File: src/rtl/farm_sensor_req_if.sv
// Sensor-request bus between the loop-detector pad, the farm lamp feedback and the request generator.
// master = environment/controller side, slave = farm_sensor_req.
interface farm_sensor_req_if #(
  parameter int CNT_W = 4
);
  logic             sensor_raw;
  logic [2:0]       light_farm;
  logic             req;
  logic [CNT_W-1:0] pending;
  logic             overflow;
  logic             starve;

  modport master (
    output sensor_raw, light_farm,
    input  req, pending, overflow, starve
  );

  modport slave (
    input  sensor_raw, light_farm,
    output req, pending, overflow, starve
  );
endinterface

File: src/rtl/farm_sensor_req.sv
// Farm-road vehicle request generator: sync + debounce of the loop detector, arrival queue, request FSM.
// Optional starvation detector is built only when FSR_STARVE_DET_EN is defined.
module farm_sensor_req #(
  parameter int DEBOUNCE_CYCLES = 4,
  parameter int CNT_W           = 4,
  parameter int HOLDOFF_CYCLES  = 8,
  parameter int TIMEOUT_CYCLES  = 1024
) (
  input logic             clk,
  input logic             rst_n,
  farm_sensor_req_if.slave bus
);
  typedef enum logic [1:0] {IDLE, REQ, SERVE, HOLDOFF} state_t;

  localparam logic [7:0]       DB_LAST   = 8'(DEBOUNCE_CYCLES - 1);
  localparam logic [7:0]       HOLD_LOAD = 8'(HOLDOFF_CYCLES - 1);
  localparam logic [CNT_W-1:0] CNT_MAX   = '1;

  logic             sync_a;
  logic             s_sync;
  logic             s_db;
  logic             arrival;
  logic [7:0]       db_cnt;
  logic [7:0]       hold_cnt;
  state_t           state;
  logic             req;
  logic [CNT_W-1:0] pending;
  logic             overflow;
  logic             starve;
  logic             green;
  logic             clear;

  // Anything other than the exact green code counts as not-green.
  assign green = (bus.light_farm == 3'b001);
  assign clear = (state == REQ) && green;

  always_ff @(posedge clk or negedge rst_n) begin
    if (!rst_n) begin
      sync_a  <= 1'b0;
      s_sync  <= 1'b0;
      s_db    <= 1'b0;
      db_cnt  <= '0;
      arrival <= 1'b0;
    end else begin
      sync_a  <= bus.sensor_raw;
      s_sync  <= sync_a;
      arrival <= 1'b0;
      if (s_sync == s_db) begin
        db_cnt <= '0;
      end else if (db_cnt == DB_LAST) begin
        s_db    <= s_sync;
        db_cnt  <= '0;
        arrival <= s_sync;
      end else begin
        db_cnt <= db_cnt + 8'd1;
      end
    end
  end

  always_ff @(posedge clk or negedge rst_n) begin
    if (!rst_n) begin
      state    <= IDLE;
      req      <= 1'b0;
      pending  <= '0;
      overflow <= 1'b0;
      hold_cnt <= '0;
    end else begin
      // An arrival on the serve edge survives as the single queued vehicle.
      if (clear) begin
        pending <= CNT_W'(arrival);
      end else if (arrival) begin
        if (pending == CNT_MAX) overflow <= 1'b1;
        else                    pending  <= pending + CNT_W'(1);
      end

      case (state)
        IDLE: begin
          if (pending != '0) begin
            state <= REQ;
            req   <= 1'b1;
          end
        end
        REQ: begin
          if (green) begin
            state <= SERVE;
            req   <= 1'b0;
          end
        end
        SERVE: begin
          if (!green) begin
            state    <= HOLDOFF;
            hold_cnt <= HOLD_LOAD;
          end
        end
        HOLDOFF: begin
          if (hold_cnt == '0) state    <= IDLE;
          else                hold_cnt <= hold_cnt - 8'd1;
        end
        default: begin
          state <= IDLE;
          req   <= 1'b0;
        end
      endcase
    end
  end

`ifdef FSR_STARVE_DET_EN
  localparam int            TO_W    = $clog2(TIMEOUT_CYCLES + 1);
  localparam logic [TO_W-1:0] TO_LAST = TO_W'(TIMEOUT_CYCLES - 1);

  logic [TO_W-1:0] to_cnt;

  always_ff @(posedge clk or negedge rst_n) begin
    if (!rst_n) begin
      to_cnt <= '0;
      starve <= 1'b0;
    end else if (state != REQ) begin
      to_cnt <= '0;
    end else if (to_cnt == TO_LAST) begin
      starve <= 1'b1;
    end else begin
      to_cnt <= to_cnt + TO_W'(1);
    end
  end
`else
  assign starve = 1'b0;
`endif

  assign bus.req      = req;
  assign bus.pending  = pending;
  assign bus.overflow = overflow;
  assign bus.starve   = starve;
endmodule
File: src/flat_wrapper.sv
// flat-port wrapper written by rule: the top's interface ports become plain ports
module farm_sensor_req_flat 
#(
  parameter int DEBOUNCE_CYCLES = 4,
  parameter int CNT_W           = 4,
  parameter int HOLDOFF_CYCLES  = 8,
  parameter int TIMEOUT_CYCLES  = 1024
)
  (clk, rst_n, bus_sensor_raw, bus_light_farm, bus_req, bus_pending, bus_overflow, bus_starve);
  farm_sensor_req_if #(.CNT_W(CNT_W)) bus_i ();
  input logic clk;
  input logic rst_n;
  input wire logic [$bits(bus_i.sensor_raw)-1:0] bus_sensor_raw;
  input wire logic [$bits(bus_i.light_farm)-1:0] bus_light_farm;
  output wire logic [$bits(bus_i.req)-1:0] bus_req;
  output wire logic [$bits(bus_i.pending)-1:0] bus_pending;
  output wire logic [$bits(bus_i.overflow)-1:0] bus_overflow;
  output wire logic [$bits(bus_i.starve)-1:0] bus_starve;
  assign bus_i.sensor_raw = bus_sensor_raw;
  assign bus_i.light_farm = bus_light_farm;
  assign bus_req = bus_i.req;
  assign bus_pending = bus_i.pending;
  assign bus_overflow = bus_i.overflow;
  assign bus_starve = bus_i.starve;
  farm_sensor_req #(.DEBOUNCE_CYCLES(DEBOUNCE_CYCLES), .CNT_W(CNT_W), .HOLDOFF_CYCLES(HOLDOFF_CYCLES), .TIMEOUT_CYCLES(TIMEOUT_CYCLES)) u_core (.clk(clk), .rst_n(rst_n), .bus(bus_i));
endmodule
File: config.mk
export PLATFORM = sky130hd
export DESIGN_NAME = farm_sensor_req_flat
export DESIGN_NICKNAME = d
export VERILOG_FILES = /design/src/rtl/farm_sensor_req_if.sv /design/src/rtl/farm_sensor_req.sv /design/src/flat_wrapper.sv
export SDC_FILE = /design/constraint.sdc
export NUM_CORES = 1
export LEC_CHECK = 0
export ABC_AREA = 1
export CELL_PAD_IN_SITES_DETAIL_PLACEMENT = 1
export CELL_PAD_IN_SITES_GLOBAL_PLACEMENT = 1
export CORE_UTILIZATION = 43
export DETAILED_ROUTE_END_ITERATION = 10
export GPL_ROUTABILITY_DRIVEN = 0
export PLACE_DENSITY = 0.87
export SLEW_MARGIN = 30
export SYNTH_ARGS = -nofsm -noshare
export SYNTH_HDL_FRONTEND = slang
export SYNTH_SLANG_ARGS = --single-unit
File: constraint.sdc
create_clock -name clk -period 1.8 [get_ports clk]
set_clock_uncertainty 0.15 [all_clocks]
set_input_delay 0.36 -clock clk [delete_from_list [all_inputs] [get_ports clk]]
set_output_delay 0.36 -clock clk [all_outputs]
set_load 0.03 [all_outputs]
Yosys cells after proc, flatten, opt, wreduce, memory -nomap -nowiden:

Index checks and enable logic that the tools add are counted.

* register bits: 28
* output and inout port bits: 7
* bits of input ports: 6

* equality and inequality tests: 13
* reduce and logical (&&, ||, !) cells: 13
* add/subtract/negate cells: 3
* multiplexer cells: 18
* bitwise operators: 2

Operators by type and width (count)
* 2-to-1 mux 8 bit: 4
* case mux 8 bit (2 select lines): 1
* 2-to-1 mux 4 bit: 3
* AND reduction 3 bit: 3
* adder 8 x 1 -> 8 bit, second input constant: 1
* equality test 8 x 2 -> 1 bit, second input constant: 1
* logical NOT 8 bit: 1
* 2-to-1 mux 2 bit: 4
* inequality test 2 x 1 -> 1 bit, second input constant: 4
* case mux 2 bit (4 select lines): 1
* subtractor 8 x 1 -> 8 bit, second input constant: 1
* nonzero test 2 bit: 3
* adder 4 x 1 -> 4 bit, second input constant: 1
* equality test 2 bit, second input constant: 2
* equality test 4 bit, second input constant: 1
* 2-to-1 mux 1 bit: 4
* inequality test 2 bit, second input constant: 2
* AND reduction 2 bit: 2
* AND reduction 4 bit: 1
* nonzero test 4 bit: 1
* equality test 3 x 1 -> 1 bit, second input constant: 1
* equality test 2 x 1 -> 1 bit, second input constant: 1
* logical NOT 2 bit: 1
* NOT 1 bit: 2
* other kinds (3): 3

Depth between registers and ports, before layout:

Gate-level depths: netlist of the first run.

* depth after elaboration: 4
* gate-level depth with buffers: 9

Worst setup path before layout of the first run:

OpenSTA, ideal clock, no wires.

* path kind: register to register
* from: reg u_core.pending[0] (netlist: u_core.bus.pending[0])
* to: reg u_core.pending[3] (netlist: u_core.bus.pending[3])
* library setup time: 140 ps
* stages on the path, launching flop included: 7
* data required time: 1510 ps
* buffers on the path: 0
* path slack: 270 ps
* arrival: 1240 ps
* path through: dfrtp_1 > ha_1 > nand3_1 > nand2_1 > nor2_1 > o21ai_0 > a21oi_1

* word-level cells in the longest chain between the ends: 4

RTL lines
* start, declared: line farm_sensor_req.sv:27 `logic [CNT_W-1:0] pending;`
* start signal, assigned: line farm_sensor_req.sv:70 `pending <= CNT_W'(arrival);`
* start signal, assigned: line farm_sensor_req.sv:73 `else pending <= pending + CNT_W'(1);`
* adder 4 x 1 -> 4 bit: line farm_sensor_req.sv:73
* 2-to-1 mux 4 bit: line farm_sensor_req.sv:72 `if (pending == CNT_MAX) overflow <= 1'b1;`
* 2-to-1 mux 4 bit: line farm_sensor_req.sv:71 `end else if (arrival) begin`
* 2-to-1 mux 4 bit: line farm_sensor_req.sv:69 `if (clear) begin`

Several ways; a longest one is shown, not always the timed one. The select of a mux whose other input is x is not followed.
A chain may end at the register's enable or synchronous reset.

Worst setup path after layout of the first run:

* from: reg u_core.state[0]
* to: reg u_core.hold_cnt[1]

* word-level cells in the longest chain between the ends: 3

RTL lines
* start, declared: line farm_sensor_req.sv:25 `state_t state;`
* start signal, assigned: line farm_sensor_req.sv:62 `state <= IDLE;`
* start signal, assigned: line farm_sensor_req.sv:79 `state <= REQ;`
* start signal, assigned: line farm_sensor_req.sv:85 `state <= SERVE;`
* equality test 2 bit: line farm_sensor_req.sv:76 `case (state)`
* inequality test 2 bit (no line) or nonzero test 2 bit (tied branches)
* AND reduction 3 bit (no line)
* end signal, assigned: line farm_sensor_req.sv:97 `else hold_cnt <= hold_cnt - 8'd1;`
* end, declared: line farm_sensor_req.sv:24 `logic [7:0] hold_cnt;`

Several ways; a longest one is shown, not always the timed one.

==> qor.csv, run 1 <==
metric;value;unit
DR iter-0 viols;77;
clk slew on worst S/H paths;0.10;ns
Clk Latency, worst-skew pair;0.29;ns
Yosys cell types;27;
detailed-route DRC error count;0;
Die W;63.77;µm
post-synth top area share;42.72;%
first-pass GRT wire length;6113;µm
GRT Total Usage;19.27;%
Worst EP required;1.82;ns
io pins;13;
final hold violations;0;
Longest Clk Path Bufs;2;
wire per inst;12.82;µm
area grow syn2layout;14.11;%
hpwl dp;2498;µm
chip height;63.77;µm
CP Max Fanout;15;
RSZ-0062 raised after global routing;false;
YS warnings;0;
Mapped Area;1640;µm²
area of the core;3661;µm²
row count;22;
Tmin final;1.661;ns
final setup TNS;0;ns
largest cells by area after synthesis;dfrtp_1 43%, nand2_1 8.7%, ha_1 6.9%;
Max IR drop VDD;0.7214;mV
CP arrival;1.68;ns
initial antenna violation count;0;
setup ws final;0.1386;ns
Design Area, Final;1872;µm²
Post-synth top flop;dfrtp_1;
Placement Cell Area;1805;µm²
DIE AREA;4066;µm²
area leader, netlist;dfrtp_1;
Final Util;51.13;%
worst hold slack;0.2122;ns
largest net degree at the start of global routing;29;
Startpoint Class;flip-flop;
Pins Over Slew Limit;0;
root buffer cell;clkbuf_8;
Post-CTS Setup Inserts;0;
Yosys reg bits;28;
via count;1311;
CP endpoint kind;flip-flop;
clock sinks;28;
fmax;0.6019;GHz
most common cell after layout, fill and taps aside;nand2_1;
Final Setup Violations;0;
Layout fillers;456;
number of diodes;0;
final period utilization;92.30;%
Synth Instances;198;
sequential fraction of the synthesis area;42.72;%
Routed WL;3358;µm
CTS Buf Count;3;
total power draw;2.845;mW
worst slack at placement;0.02859;ns
power per cell area;1520;nW/µm²
CP Class;reg -> reg;
status;finished, final reports clean;
syn nets;213;
cts hold-fix bufs;0;
Initial Utilization;44.81;%
Non-Filler Instances;262;
CTS tree;done;
total grt overflow;0;
Pre-antenna DRT Iters;4;
Syn Area/Cell;8.284;µm²
Async SR Flop Fraction;100.0;%
Cells after DPL;258;
Static Leak;0.9082;nW
H-tree depth;1;
Routed Antenna Nets;0;
Port Buffers;11;
vias in the first global route;1391;
nets;230;
Hold WC Path Type;reg -> reg;
Vias/cell;5.004;
EDFF count, synth;0;
max cap viols;0;
share of cells above drive strength 1;14.49;%
most frequent cells in the layout;38 x nand2_1, 28 x dfrtp_1, 27 x inv_1, 24 x nor2_1, 16 x nand3_1;
[registers in the layout, summed over array words and instances, names as in the netlist]
signal               flops
u_core.arrival           1
u_core.bus.overflow      1
u_core.bus.pending       4
u_core.bus.req           1
u_core.db_cnt            8
u_core.hold_cnt          8
u_core.s_db              1
u_core.s_sync            1
u_core.state             2
u_core.sync_a            1
[routing by layer]
layer | share of wire (%) | global-route usage (%) | up-vias | wire, µm
met4 | 2.3 | 7.670 | 0 | 76
li1 | - | - | 657 | -
met3 | 1.7 | 2.679 | 7 | 58
met5 | 0 | 0 | - | 0
met2 | 51 | 34.71 | 17 | 1725
met1 | 45 | 22.87 | 630 | 1498
[cells by family after synthesis]
family,Yosys count,synth area share (%)
AO/OA/AOI/OAI,21,8.696
XOR/XNOR,5,2.670
adder cells (fa/ha/maj),9,6.865
buffers and inverters,34,9.229
flip-flops,28,42.72
other,1,0.2286
AND/OR/NAND/NOR,100,29.60
[path summary, 6_finish.rpt]
check | from | slack, ns | cells past startpoint | to
setup / recovery | u_core.state[0] | 0.14 | 7 | u_core.hold_cnt[1]
hold / removal | u_core.sync_a | 0.21 | 0 | u_core.s_sync
setup reg to reg | u_core.state[0] | 0.14 | 7 | u_core.hold_cnt[1]
hold reg to reg | u_core.sync_a | 0.21 | 0 | u_core.s_sync
max in group asynchronous | rst_n | 0.94 | 2 | u_core.hold_cnt[6]
min in group asynchronous | rst_n | 0.29 | 2 | u_core.db_cnt[6]
[worst max-delay path, cell delays in order (launching register included)]
cell and delay, ns:
dfrtp_1 0.43, inv_1 0.10, ha_1 0.21, inv_1 0.13
nand2_8 0.09, nand3_4 0.22, nand2_1 0.16, o21ai_2 0.06
[cells in the mapped netlist, types with 2 or more instances]
cell	n
xor2_1	4
inv_1	27
nand4_1	6
dfrtp_1	28
inv_2	4
buf_4	2
nor3_1	5
nand3_1	16
a21oi_1	4
o21ai_0	5
nor2_2	2
ha_1	9
nand2_1	38
nand2_2	4
o21ai_2	8
nor2_1	25
[what timing repair did]
| action | CTS | global route |
|---|---|---|
| resized for setup | 6 | 1 |
| gates cloned | 0 | 0 |
| setup endpoints to repair | 6 | 3 |
[cell type report]
type	count	area, µm²	share of cell area [%]
multi-input combinational	136	790.8	42.25
inverter	31	116.4	6.217
clock buffer	3	41.29	2.206
timing repair buffer	15	132.6	7.086
sequential	28	700.7	37.43
tap	48	60.06	3.209
clock inverter	1	30.03	1.604
[report_power, final]
group	switching, mW	leakage, nW	internal, mW
Sequential	0.189	0.362	0.801
Clock	0.207	0.0357	0.298
Combinational	0.873	0.510	0.476
No activity file was read; power rests on OpenSTA's default activity.
==> inputs of run 2 (changes only) <==
--- a/config.mk
+++ b/config.mk
@@ -12,6 +12,7 @@
 export DETAILED_ROUTE_END_ITERATION = 10
 export GPL_ROUTABILITY_DRIVEN = 0
 export PLACE_DENSITY = 0.87
+export RECOVER_POWER = 100
 export SLEW_MARGIN = 30
 export SYNTH_ARGS = -nofsm -noshare
 export SYNTH_HDL_FRONTEND = slang
==> qor.csv, run 2 (synthesized netlist as in run 1, its figures left out) <==
metric;value;unit;change
initial antenna violation count;0;;unchanged
Worst EP required;1.29;ns;was 1.82 ns
Top delay family on crit path;flip-flops;;was simple AND/OR/NAND/NOR gates
Design Area, Final;1841;µm²;was 1872 µm²
GRT Total Usage;19.27;%;unchanged
most frequent cells in the layout;41 x nand2_1, 28 x dfrtp_1, 27 x inv_1, 25 x nor2_1, 16 x nand3_1;;was 38 x nand2_1, 28 x dfrtp_1, 27 x inv_1, 24 x nor2_1, 16 x nand3_1
worst hold slack;0.2122;ns;about the same
DR iter-0 viols;76;;was 77
Worst Tran Pin Value;0.7079;ns;
share of cells above drive strength 1;10.28;%;was 14.49%
CP Class;reg -> out;;was reg -> reg
Startpoint Class;flip-flop;;unchanged
CTS tree;done;;unchanged
Pre-antenna DRT Iters;4;;unchanged
row count;22;;unchanged
Crit-path slowest cell;dfrtp_1;;unchanged
hold depth;0;;unchanged
DIE AREA;4066;µm²;unchanged
FF+latch area;700.7;µm²;unchanged
CP Max Fanout;5;;was 15
final hold violations;0;;unchanged
final setup TNS;0;ns;unchanged
setup ws final;0.1495;ns;was 0.1386 ns
detailed-route DRC error count;0;;unchanged
area of the core;3661;µm²;unchanged
hpwl dp;2498;µm;unchanged
Hold EP;u_core.s_sync;;unchanged
Die W;63.77;µm;unchanged
clock sinks;28;;unchanged
area grow syn2layout;12.20;%;was 14.11%
number of diodes;0;;unchanged
Top Registers;u_core.db_cnt (8), u_core.hold_cnt (8), u_core.bus.pending (4);;unchanged
Clk Latency, worst-skew pair;0.29;ns;about the same
CP endpoint kind;primary output;;was flip-flop
CP arrival;1.14;ns;was 1.68 ns
Worst Min Path Start;u_core.sync_a;;unchanged
crit path cell chain;dlygate4sd2_1;;was inv_1, ha_1, inv_1, nand2_8, nand3_4, nand2_1, o21ai_2
critical path's largest stage delay;0.43;ns;about the same
status;finished, final reports clean;;unchanged
total grt overflow;0;;unchanged
worst slack at placement;0.02859;ns;unchanged
cts hold-fix bufs;0;;unchanged
Slew headroom;52.81;%;
RSZ-0062 raised after global routing;false;;unchanged
clk slew on worst S/H paths;0.10;ns;about the same
most common cell after layout, fill and taps aside;nand2_1;;unchanged
Max IR drop VDD;0.7082;mV;was 0.7214 mV
power per cell area;1514;nW/µm²;was 1520 nW/µm²
via count;1304;;was 1311
Routed WL;3378;µm;was 3358 µm
Initial Utilization;44.81;%;unchanged
Reg2Reg Setup Slack;0.15;ns;was 0.14 ns
Placement Cell Area;1805;µm²;unchanged
Static Leak;0.8963;nW;was 0.9082 nW
first-pass GRT wire length;6113;µm;unchanged
Pins Over Slew Limit;0;;unchanged
largest net degree at the start of global routing;29;;unchanged
Buf/Inv on CP;1;;was 2
Port Buffers;11;;unchanged
max cap viols;0;;unchanged
root buffer cell;clkbuf_8;;unchanged
Tmin final;1.651;ns;was 1.661 ns
vias in the first global route;1391;;unchanged
Hold WC Path Type;reg -> reg;;unchanged
chip height;63.77;µm;unchanged
Reg-to-Reg Start;u_core.hold_cnt[0];;was u_core.state[0]
Vias/cell;4.977;;was 5.004
wire per inst;12.89;µm;was 12.82 µm
Post-CTS Setup Inserts;0;;unchanged
worst-case reg-to-reg path depth;9;;was 7
Layout fillers;463;;was 456
Final Setup Violations;0;;unchanged
io pins;13;;unchanged
CTS Buf Count;3;;unchanged
multi-input logic area;765.7;µm²;was 790.8 µm²
Longest Clk Path Bufs;2;;unchanged
r2r endpoint;u_core.state[0];;was u_core.hold_cnt[1]
nets;230;;unchanged
H-tree depth;1;;unchanged
final period utilization;91.70;%;was 92.30%
Routed Antenna Nets;0;;unchanged
fmax;0.6059;GHz;was 0.6019 GHz
[run 2: area by class of cell]
| type | instances | share of cell area (%) |
|---|---|---|
| multi-input cells | 136 | 41.60 |
| flip-flops and latches | 28 | 38.07 |
| repair buffers | 15 | 6.866 |
| inverters | 31 | 6.322 |
| well taps | 48 | 3.263 |
| clock buffers | 3 | 2.243 |
| clock inverters | 1 | 1.632 |
[run 2: worst max-delay path by stage]
stage	cells past startpoint	slack (ns)	start	to
floorplan	6	0.27	u_core.bus.pending[0]	u_core.bus.pending[3]
detailed placement	5	0.03	bus_light_farm[0]	u_core.bus.pending[0]
global route	9	0.04	u_core.hold_cnt[0]	u_core.state[0]
finish	1	0.15	u_core.bus.pending[3]	bus_pending[3]
CTS	9	0.11	u_core.hold_cnt[0]	u_core.state[0]
global placement	5	0.09	bus_light_farm[0]	u_core.bus.pending[0]
[run 2: what timing repair did]
action,in CTS,in global routing
pin swaps,0,0
endpoints found under the hold margin,0,0
gates cloned,0,0
resized for setup,6,1
setup endpoints to repair,6,3
[run 2: per-layer routing]
layer  wire length [µm]  up-vias  global-route usage (%)
li1                   -      657                       -
met1               1523      627                   22.87
met2               1737       13                   34.71
met3                 55        7                   2.679
met4                 63        0                   7.670
met5                  0        -                       0
[run 2: report_power, final]
group	total, mW	internal, mW	switching, mW
clock network	0.507	0.299	0.209
registers	0.987	0.801	0.186
logic	1.29	0.453	0.839
total	2.79	1.55	1.23
[run 2: through the flow]
stage	util, %	instances	total power, mW
2_1_floorplan	-	198	2.072
3_3_place_gp	49.32	258	2.312
3_5_place_dp	49.32	258	2.381
4_1_cts	51.06	262	2.888
5_1_grt	50.27	262	3.019
6_report	50.27	262	2.786
